**config.mk**
```make
export PLATFORM = sky130hd
export DESIGN_NAME = vertex_fetch
export DESIGN_NICKNAME = d
export VERILOG_FILES = /design/src/rtl/vertex_fetch.sv
export SDC_FILE = /design/constraint.sdc
export NUM_CORES = 1
export LEC_CHECK = 0
export ABC_AREA = 1
export CAP_MARGIN = 20
export CORE_AREA = 4 4 364 366
export CTS_BUF_LIST = sky130_fd_sc_hd__clkbuf_4 sky130_fd_sc_hd__clkbuf_8
export DETAILED_ROUTE_END_ITERATION = 16
export DIE_AREA = 0 0 368 370
export HOLD_SLACK_MARGIN = 0.15
export PLACE_DENSITY = 0.5
export SLEW_MARGIN = 20
export SYNTH_ARGS = -nofsm -noshare
export SYNTH_HDL_FRONTEND = slang
export SYNTH_SLANG_ARGS = --single-unit
```
**constraint.sdc**
```tcl
create_clock -name clk -period 2.6 [get_ports clk]
set_clock_uncertainty 0.05 [all_clocks]
set_input_delay 0.52 -clock clk [delete_from_list [all_inputs] [get_ports clk]]
set_output_delay 0.52 -clock clk [all_outputs]
set_load 0.1 [all_outputs]
```
**src/rtl/vertex_fetch.sv**
```systemverilog
// vertex_fetch: loads the MVP matrix into the vertex shader, then streams N
// vertices from the vertex buffer RAM (one cycle read latency) through a
// 2-entry output/skid buffer that honours shader backpressure. It tags the
// final vertex, waits for the shader's finished pulse and pulses done.
//
// Optional feature: define VERTEX_FETCH_BASE_ADDR_EN to add i_base_addr.
// Vertex k is then read from (base + k) mod 2^ADDRWIDTH instead of from k.
module vertex_fetch #(
  parameter int unsigned DATAWIDTH = 24,
  parameter int unsigned ADDRWIDTH = 10
) (
  input  logic                        clk,
  input  logic                        rstn,
  input  logic                        i_start,
  input  logic        [ADDRWIDTH-1:0] i_num_vertices,
  input  logic signed [DATAWIDTH-1:0] i_mvp_mat [4][4],
`ifdef VERTEX_FETCH_BASE_ADDR_EN
  input  logic        [ADDRWIDTH-1:0] i_base_addr,
`endif
  output logic                        o_busy,
  output logic                        o_done,
  output logic        [ADDRWIDTH-1:0] o_vbuf_addr,
  output logic                        o_vbuf_re,
  input  logic signed [DATAWIDTH-1:0] i_vbuf_data [3],
  output logic signed [DATAWIDTH-1:0] o_mvp_mat [4][4],
  output logic                        o_mvp_dv,
  input  logic                        i_shader_ready,
  input  logic                        i_shader_finished,
  output logic signed [DATAWIDTH-1:0] o_vertex [3],
  output logic                        o_vertex_dv,
  output logic                        o_vertex_last
);

  typedef enum logic [2:0] {
    StIdle,
    StLoadMvp,
    StStream,
    StWaitFinish,
    StDone
  } state_e;

  localparam logic [ADDRWIDTH-1:0] AddrOne = ADDRWIDTH'(1);

  state_e state_q, state_d;

  // Draw parameters captured on an accepted start.
  logic        [ADDRWIDTH-1:0] num_q, num_d;
  logic signed [DATAWIDTH-1:0] mat_q [4][4];
  logic signed [DATAWIDTH-1:0] mat_d [4][4];
`ifdef VERTEX_FETCH_BASE_ADDR_EN
  logic        [ADDRWIDTH-1:0] base_q, base_d;
`endif

  // Read issue and transfer progress.
  logic [ADDRWIDTH-1:0] rd_cnt_q, rd_cnt_d;
  logic [ADDRWIDTH-1:0] xfer_cnt_q, xfer_cnt_d;
  logic                 rd_pend_q, rd_pend_d;

  // Two-entry buffer: head drives o_vertex, skid catches data landing while stalled.
  logic signed [DATAWIDTH-1:0] head_q [3];
  logic signed [DATAWIDTH-1:0] head_d [3];
  logic signed [DATAWIDTH-1:0] skid_q [3];
  logic signed [DATAWIDTH-1:0] skid_d [3];
  logic                        head_vld_q, head_vld_d;
  logic                        skid_vld_q, skid_vld_d;

  logic       start_acc;
  logic       xfer;
  logic       last_xfer;
  logic       reads_left;
  logic [1:0] occ;
  logic [1:0] occ_after;
  logic       rd_issue;

  // Handshake decode: transfer, last tag and read-issue decision.
  always_comb begin
    start_acc  = (state_q == StIdle) && i_start;
    xfer       = head_vld_q && i_shader_ready && (state_q == StStream);
    last_xfer  = xfer && (xfer_cnt_q == (num_q - AddrOne));
    reads_left = (rd_cnt_q != num_q);
    occ        = {1'b0, head_vld_q} + {1'b0, skid_vld_q} + {1'b0, rd_pend_q};
    // A transfer only happens with the head valid, so this never underflows.
    occ_after  = occ - {1'b0, xfer};
    rd_issue   = ((state_q == StLoadMvp) || (state_q == StStream)) && reads_left &&
                 (occ_after <= 2'd1);
  end

  // Next-state logic for the draw sequencer.
  always_comb begin
    state_d = state_q;
    unique case (state_q)
      StIdle: begin
        if (i_start) begin
          state_d = (i_num_vertices == '0) ? StDone : StLoadMvp;
        end
      end
      StLoadMvp:    state_d = StStream;
      StStream:     if (last_xfer) state_d = StWaitFinish;
      StWaitFinish: if (i_shader_finished) state_d = StDone;
      StDone:       state_d = StIdle;
      default:      state_d = StIdle;
    endcase
  end

  // Next-state for latched draw parameters and progress counters.
  always_comb begin
    num_d      = num_q;
    mat_d      = mat_q;
    rd_cnt_d   = rd_cnt_q;
    xfer_cnt_d = xfer_cnt_q;
    rd_pend_d  = rd_issue;
`ifdef VERTEX_FETCH_BASE_ADDR_EN
    base_d     = base_q;
`endif
    if (start_acc) begin
      num_d      = i_num_vertices;
      mat_d      = i_mvp_mat;
      rd_cnt_d   = '0;
      xfer_cnt_d = '0;
`ifdef VERTEX_FETCH_BASE_ADDR_EN
      base_d     = i_base_addr;
`endif
    end else begin
      if (rd_issue) rd_cnt_d = rd_cnt_q + AddrOne;
      if (xfer)     xfer_cnt_d = xfer_cnt_q + AddrOne;
    end
  end

  // Buffer update: pop on transfer, push when the outstanding read returns.
  always_comb begin
    head_d     = head_q;
    skid_d     = skid_q;
    head_vld_d = head_vld_q;
    skid_vld_d = skid_vld_q;
    if (xfer) begin
      if (skid_vld_q) begin
        head_d     = skid_q;
        skid_vld_d = rd_pend_q;
        if (rd_pend_q) skid_d = i_vbuf_data;
      end else begin
        head_vld_d = rd_pend_q;
        if (rd_pend_q) head_d = i_vbuf_data;
      end
    end else if (rd_pend_q) begin
      // Issue rule keeps held + outstanding <= 2, so the skid is free here.
      if (!head_vld_q) begin
        head_vld_d = 1'b1;
        head_d     = i_vbuf_data;
      end else begin
        skid_vld_d = 1'b1;
        skid_d     = i_vbuf_data;
      end
    end
  end

  // State, parameter and buffer registers; reset also drops any in-flight read.
  always_ff @(posedge clk or negedge rstn) begin
    if (!rstn) begin
      state_q    <= StIdle;
      num_q      <= '0;
      rd_cnt_q   <= '0;
      xfer_cnt_q <= '0;
      rd_pend_q  <= 1'b0;
      head_vld_q <= 1'b0;
      skid_vld_q <= 1'b0;
`ifdef VERTEX_FETCH_BASE_ADDR_EN
      base_q     <= '0;
`endif
      for (int r = 0; r < 4; r++) begin
        for (int c = 0; c < 4; c++) begin
          mat_q[r][c] <= '0;
        end
      end
      for (int i = 0; i < 3; i++) begin
        head_q[i] <= '0;
        skid_q[i] <= '0;
      end
    end else begin
      state_q    <= state_d;
      num_q      <= num_d;
      mat_q      <= mat_d;
      rd_cnt_q   <= rd_cnt_d;
      xfer_cnt_q <= xfer_cnt_d;
      rd_pend_q  <= rd_pend_d;
      head_vld_q <= head_vld_d;
      skid_vld_q <= skid_vld_d;
      head_q     <= head_d;
      skid_q     <= skid_d;
`ifdef VERTEX_FETCH_BASE_ADDR_EN
      base_q     <= base_d;
`endif
    end
  end

  // Outputs are decoded from registered state so reset clears them immediately.
  always_comb begin
    o_busy        = (state_q != StIdle);
    o_done        = (state_q == StDone);
    o_mvp_dv      = (state_q == StLoadMvp);
    o_vbuf_re     = rd_issue;
`ifdef VERTEX_FETCH_BASE_ADDR_EN
    o_vbuf_addr   = base_q + rd_cnt_q;
`else
    o_vbuf_addr   = rd_cnt_q;
`endif
    o_vertex_dv   = xfer;
    o_vertex_last = last_xfer;
    o_vertex      = head_q;
    o_mvp_mat     = mat_q;
  end

endmodule

```
# [Yosys cells after proc, flatten, opt, wreduce, memory -nomap -nowiden]
# Index checks and enable logic that the tools add are counted.
# W data, S select, Z words.
[classes] add_sub_neg=6 n_mul=0 div_mod_pow=0 magnitude_cmp=1 eq_ne=13 shifts=0 n_mux=25 bitwise=0 n_reduce_logical=20
[ops] operator="$mux W72" count=9
[ops] operator="$mux W10" count=4
[ops] operator="$add A10 B1 Y10 const B" count=2
[ops] operator="$mux W3" count=4
[ops] operator="$ne A2 B2 Y1 const B" count=6
[ops] operator="$pmux W3 S4" count=1
[ops] operator="$eq A10 B10 Y1" count=1
[ops] operator="$logic_not A10 Y1" count=1
[ops] operator="$ne A10 B10 Y1" count=1
[ops] operator="$reduce_bool A2 Y1" count=5
[ops] operator="$sub A10 B1 Y10 const B" count=1
[ops] operator="$mux W1" count=7
[ops] operator="$eq A3 B2 Y1 const B" count=2
[ops] operator="$logic_and A1 B1 Y1" count=6
[ops] operator="$reduce_and A3 Y1" count=2
[ops] operator="$reduce_and A2 Y1" count=2
[ops] operator="$reduce_and A4 Y1" count=1
[ops] operator="$eq A3 B1 Y1 const B" count=1
[ops] operator="$eq A3 B3 Y1 const B" count=1
[ops] operator="$logic_not A3 Y1" count=1
[ops] operator="$reduce_bool A3 Y1" count=1
[ops] operator="$add A1 B1 Y2" count=1
[ops] operator="$add A2 B1 Y2" count=1
[ops] operator="$le A2 B1 Y1 const B" count=1
[ops] operator="other kinds (3)" count=3
[word_totals] ff_bits=564 latchBits=0 ramBits=0 rom_bits=0 in_bits=471 output_inout_bits=472 wordCells=94 n_memories=0

# [Depth between registers and ports, before layout]
[logic_depth] depth_word=7 mapped_depth=14

# [Least setup slack after synthesis]
# OpenSTA, ideal clock, no wires.
[synth_timing] path_type="input port to output port" from="input i_shader_ready" to="output o_vbuf_re" t_arrival_ns=2.684 slack_ns=-0.654 stages=11 n_path_buf=1 cell_sequence="nand2_1 > inv_1 > nand3_2 > clkbuf_1 > ha_1 > ha_1 > a21oi_1 > nor2_1 > nor2_1 > nand2_1 > inv_1"
[synth_via] elab_chain_cells=5
[synth_rtl] element="start: declaration" line_no="27" rtl="input logic i_shader_ready,"
[synth_rtl] element="$logic_and A1 B1 Y1 (2 in a row)" line_no="78" rtl="xfer = head_vld_q && i_shader_ready && (state_q == StStream);"
[synth_rtl] element="$sub A2 B1 Y2" line_no="83" rtl="occ_after = occ - {1'b0, xfer};"
[synth_rtl] element="$le A2 B1 Y1" line_no="85" rtl="(occ_after <= 2'd1);"
[synth_rtl] element="$logic_and A1 B1 Y1" line_no="84" rtl="rd_issue = ((state_q == StLoadMvp) || (state_q == StStream)) && reads_left &&"
[synth_rtl] element="end: declaration" line_no="23" rtl="output logic o_vbuf_re,"
# No other way between the ends.

# [Worst setup path after layout]
# Same ends and word-level chain as after synthesis.

==> flow_metrics.env <==
export IMPL_most_common_layout_cells="1382 x nand2_1, 562 x dfrtp_1, 555 x buf_4"
export IMPL_min_period_ns=3.19
export IMPL_initial_utilization=0.174
export IMPL_finalWorstSetupSlack_ns=-0.590
export IMPL_detail_route_antenna_nets=0
export IMPL_core_region_um2=129000
export IMPL_gr_usage_total=0.139
export IMPL_filler_cell_count=13700
export IMPL_timing_critical_path_from_type="input pin"
export IMPL_cp_required_ns=2.03
export IMPL_gpl_final_weighted_congestion=0.826
export IMPL_setup_repair_after_global_routing_missed_its_margin="yes"
export IMPL_wirelength_um=97900
export IMPL_critical_path_endpoint_type="output pin"
export IMPL_regToRegEndpoint="state_q[1]"
export IMPL_die_height_um=370
export IMPL_ys_warn_count=0
export IMPL_mappedNetlistNets=2980
export IMPL_clock_insertion_delay_worst_skew_ns=0.77
export IMPL_maximum_number_of_pins_on_one_net_before_global_route_repair=82
export IMPL_syn_area_um2=22500
export IMPL_syn_to_final_growth_pct=74.5
export IMPL_ys_types=30
export IMPL_hold_violations=0
export IMPL_grt_pass1_vias=22400
export IMPL_synthesis_area_per_instance_um2=9.00
export IMPL_layout_net_count=4333
export IMPL_post_synthesis_sequential_element_count=564
export IMPL_finish_utilization=0.304
export IMPL_timing_rr_start="head_vld_q"
export IMPL_worst_r2r_setup_slack_ns=0.31
export IMPL_post_route_cell_area_um2=39300
export IMPL_placed_cell_area_um2=33800
export IMPL_max_cap_violations=0
export IMPL_register_clock_pin_slew_on_the_reported_worst_setup_and_hold_paths_ns=0.06
export IMPL_synth_cells=2502
export IMPL_crit_path_max_fanout=2
export IMPL_mostFrequentLayoutCell="nand2_1"
export IMPL_drt_pass1_iter_count=5
export IMPL_antenna_found_initial=10
export IMPL_slew_headroom=0.594
export IMPL_worst_hold_slack_ns=0.287
export IMPL_die_width_um=368
export IMPL_fmax_ghz=0.314
export IMPL_num_io_pins=943
export IMPL_clock_tree_htree_level_count=3
export IMPL_drive_above_1_share=0.221
export IMPL_core_rowCount=132
export IMPL_maxSlewViolCount=0
export IMPL_grt_first_pass_wirelength_um=144000
export IMPL_timing_final_setup_violations=3
export IMPL_dieArea_um2=136000
export IMPL_tightestPinTransition_ns=0.609
export IMPL_cts_buffers_inserted=106
export IMPL_tritoncts="built"
export IMPL_hold_path_class="in -> async"
export IMPL_route_detailed_drc=0
export IMPL_ctsLongestPathBuffers=3
export IMPL_reg2regPathDepth=15
export IMPL_cts_sinks=564
export IMPL_timing_final_crit_share=1.23
export IMPL_outcome="finished with violations"
export IMPL_drt_vias_per_instance=3.83
export IMPL_clock_root_buffer="clkbuf_8"
export IMPL_synth_seq_area_share=0.626
export IMPL_num_vias=21800
export IMPL_overflow=0
export IMPL_detailedRoute_firstIterationViolations=1188
export IMPL_worst_setup_path_type="in -> out"
export IMPL_post_dp_hpwl_um=72800
export IMPL_routed_wire_length_per_instance_um=17.2
export IMPL_cp_data_arrival_time_ns=2.62
export IMPL_port_buffers=942
export IMPL_violations="setup timing"
[worst max-delay path, cell delays in order]
cell	delay, ns
clkdlybuf4s50_1	0.66
nand2_2	0.09
inv_2	0.08
nand3_4	0.08
ha_4	0.23
ha_4	0.27
a21oi_4	0.05
nand2_2	0.06
nand2_2	0.06
nor2_4	0.15
nand2_2	0.09
clkinvlp_4	0.10
buf_12	0.17
[worst max-delay path by stage]
stage / startpoint / to / slack [ns] / cells after the start
global route: head_vld_q / o_vbuf_re / -0.79 / 12
finish: i_shader_ready / o_vbuf_re / -0.59 / 13
floorplan: i_shader_ready / o_vbuf_re / -0.15 / 12
global placement: i_shader_ready / o_vbuf_re / -0.67 / 13
detailed placement: i_shader_ready / o_vbuf_re / -0.65 / 13
CTS: head_vld_q / o_vbuf_re / -0.74 / 12
[per-stage QoR]
stage	setup slack, ns	instances	TNS (ns)
floorplan	-0.151	2502	-0.151
global placement	-0.674	5164	-31.33
detailed placement	-0.648	5164	-33.50
CTS	-0.745	5661	-1.45
global route	-0.790	5675	-1.64
finish	-0.590	5679	-1.10
[flip-flops by register name, indices dropped and copies added, names as in the netlist]
name         flops
rd_pend_q        1
o_mvp_mat      384
state_q          3
skid_vld_q       1
skid_q          72
o_vbuf_addr     10
xfer_cnt_q      10
head_vld_q       1
num_q           10
o_vertex        72
[Yosys cell counts, drive strengths merged]
cell type / n / area, um2
nand2: 1390 / 5220
dfrtp: 564 / 14100
nor2: 121 / 464
buf: 77 / 369
a31oi: 72 / 450
mux2: 72 / 811
clkbuf: 55 / 206
inv: 40 / 150
nand3: 28 / 145
o21ai: 22 / 114
xor2: 16 / 140
nand4: 9 / 56.3
xnor2: 9 / 78.8
ha: 7 / 87.6
nor3: 7 / 35.0
a21oi: 6 / 41.3
nor4: 3 / 18.8
o211ai: 1 / 7.51
o21bai: 1 / 7.51
o31ai: 1 / 7.51
or2: 1 / 6.26
[routing by layer]
| layer | part of all wire | track usage |
|---|---|---|
| met3 | 0.068 | 0.0381 |
| met2 | 0.46 | 0.218 |
| met1 | 0.44 | 0.181 |
| met4 | 0.034 | 0.0583 |
| met5 | 0.00013 | 0 |
[final cells by class]
cell class	instances	area, um2	share of cell area
diodes	9	22.5	0.000573
multi-input cells	1766	7830	0.199
clock buffers	166	2020	0.0514
flip-flops and latches	564	14100	0.359
clock inverters	15	189	0.00481
inverters	40	161	0.00411
repair buffers	1377	12800	0.325
well taps	1742	2180	0.0555
[cells by family after synthesis]
kind of cell,synth area share
AOI/OAI and AO/OA,0.0279
xor gates and xnor gates,0.00972
adders and majority gates,0.00389
buffers and inverters,0.0322
DFF,0.626
muxes,0.0360
and+or+nand+nor,0.264
[what timing repair did]
action / in CTS / in global routing
hold buffers: 311 / 0
pin swaps: 11 / 9
gates resized for setup: 10 / 16
setup endpoints to repair: 3 / 5
buffers inserted: 5 / 9
hold endpoints to repair: 798 / 0
Power is not shown: default switching activity piles up to over one toggle a cycle in this logic, so the estimate is an artifact.
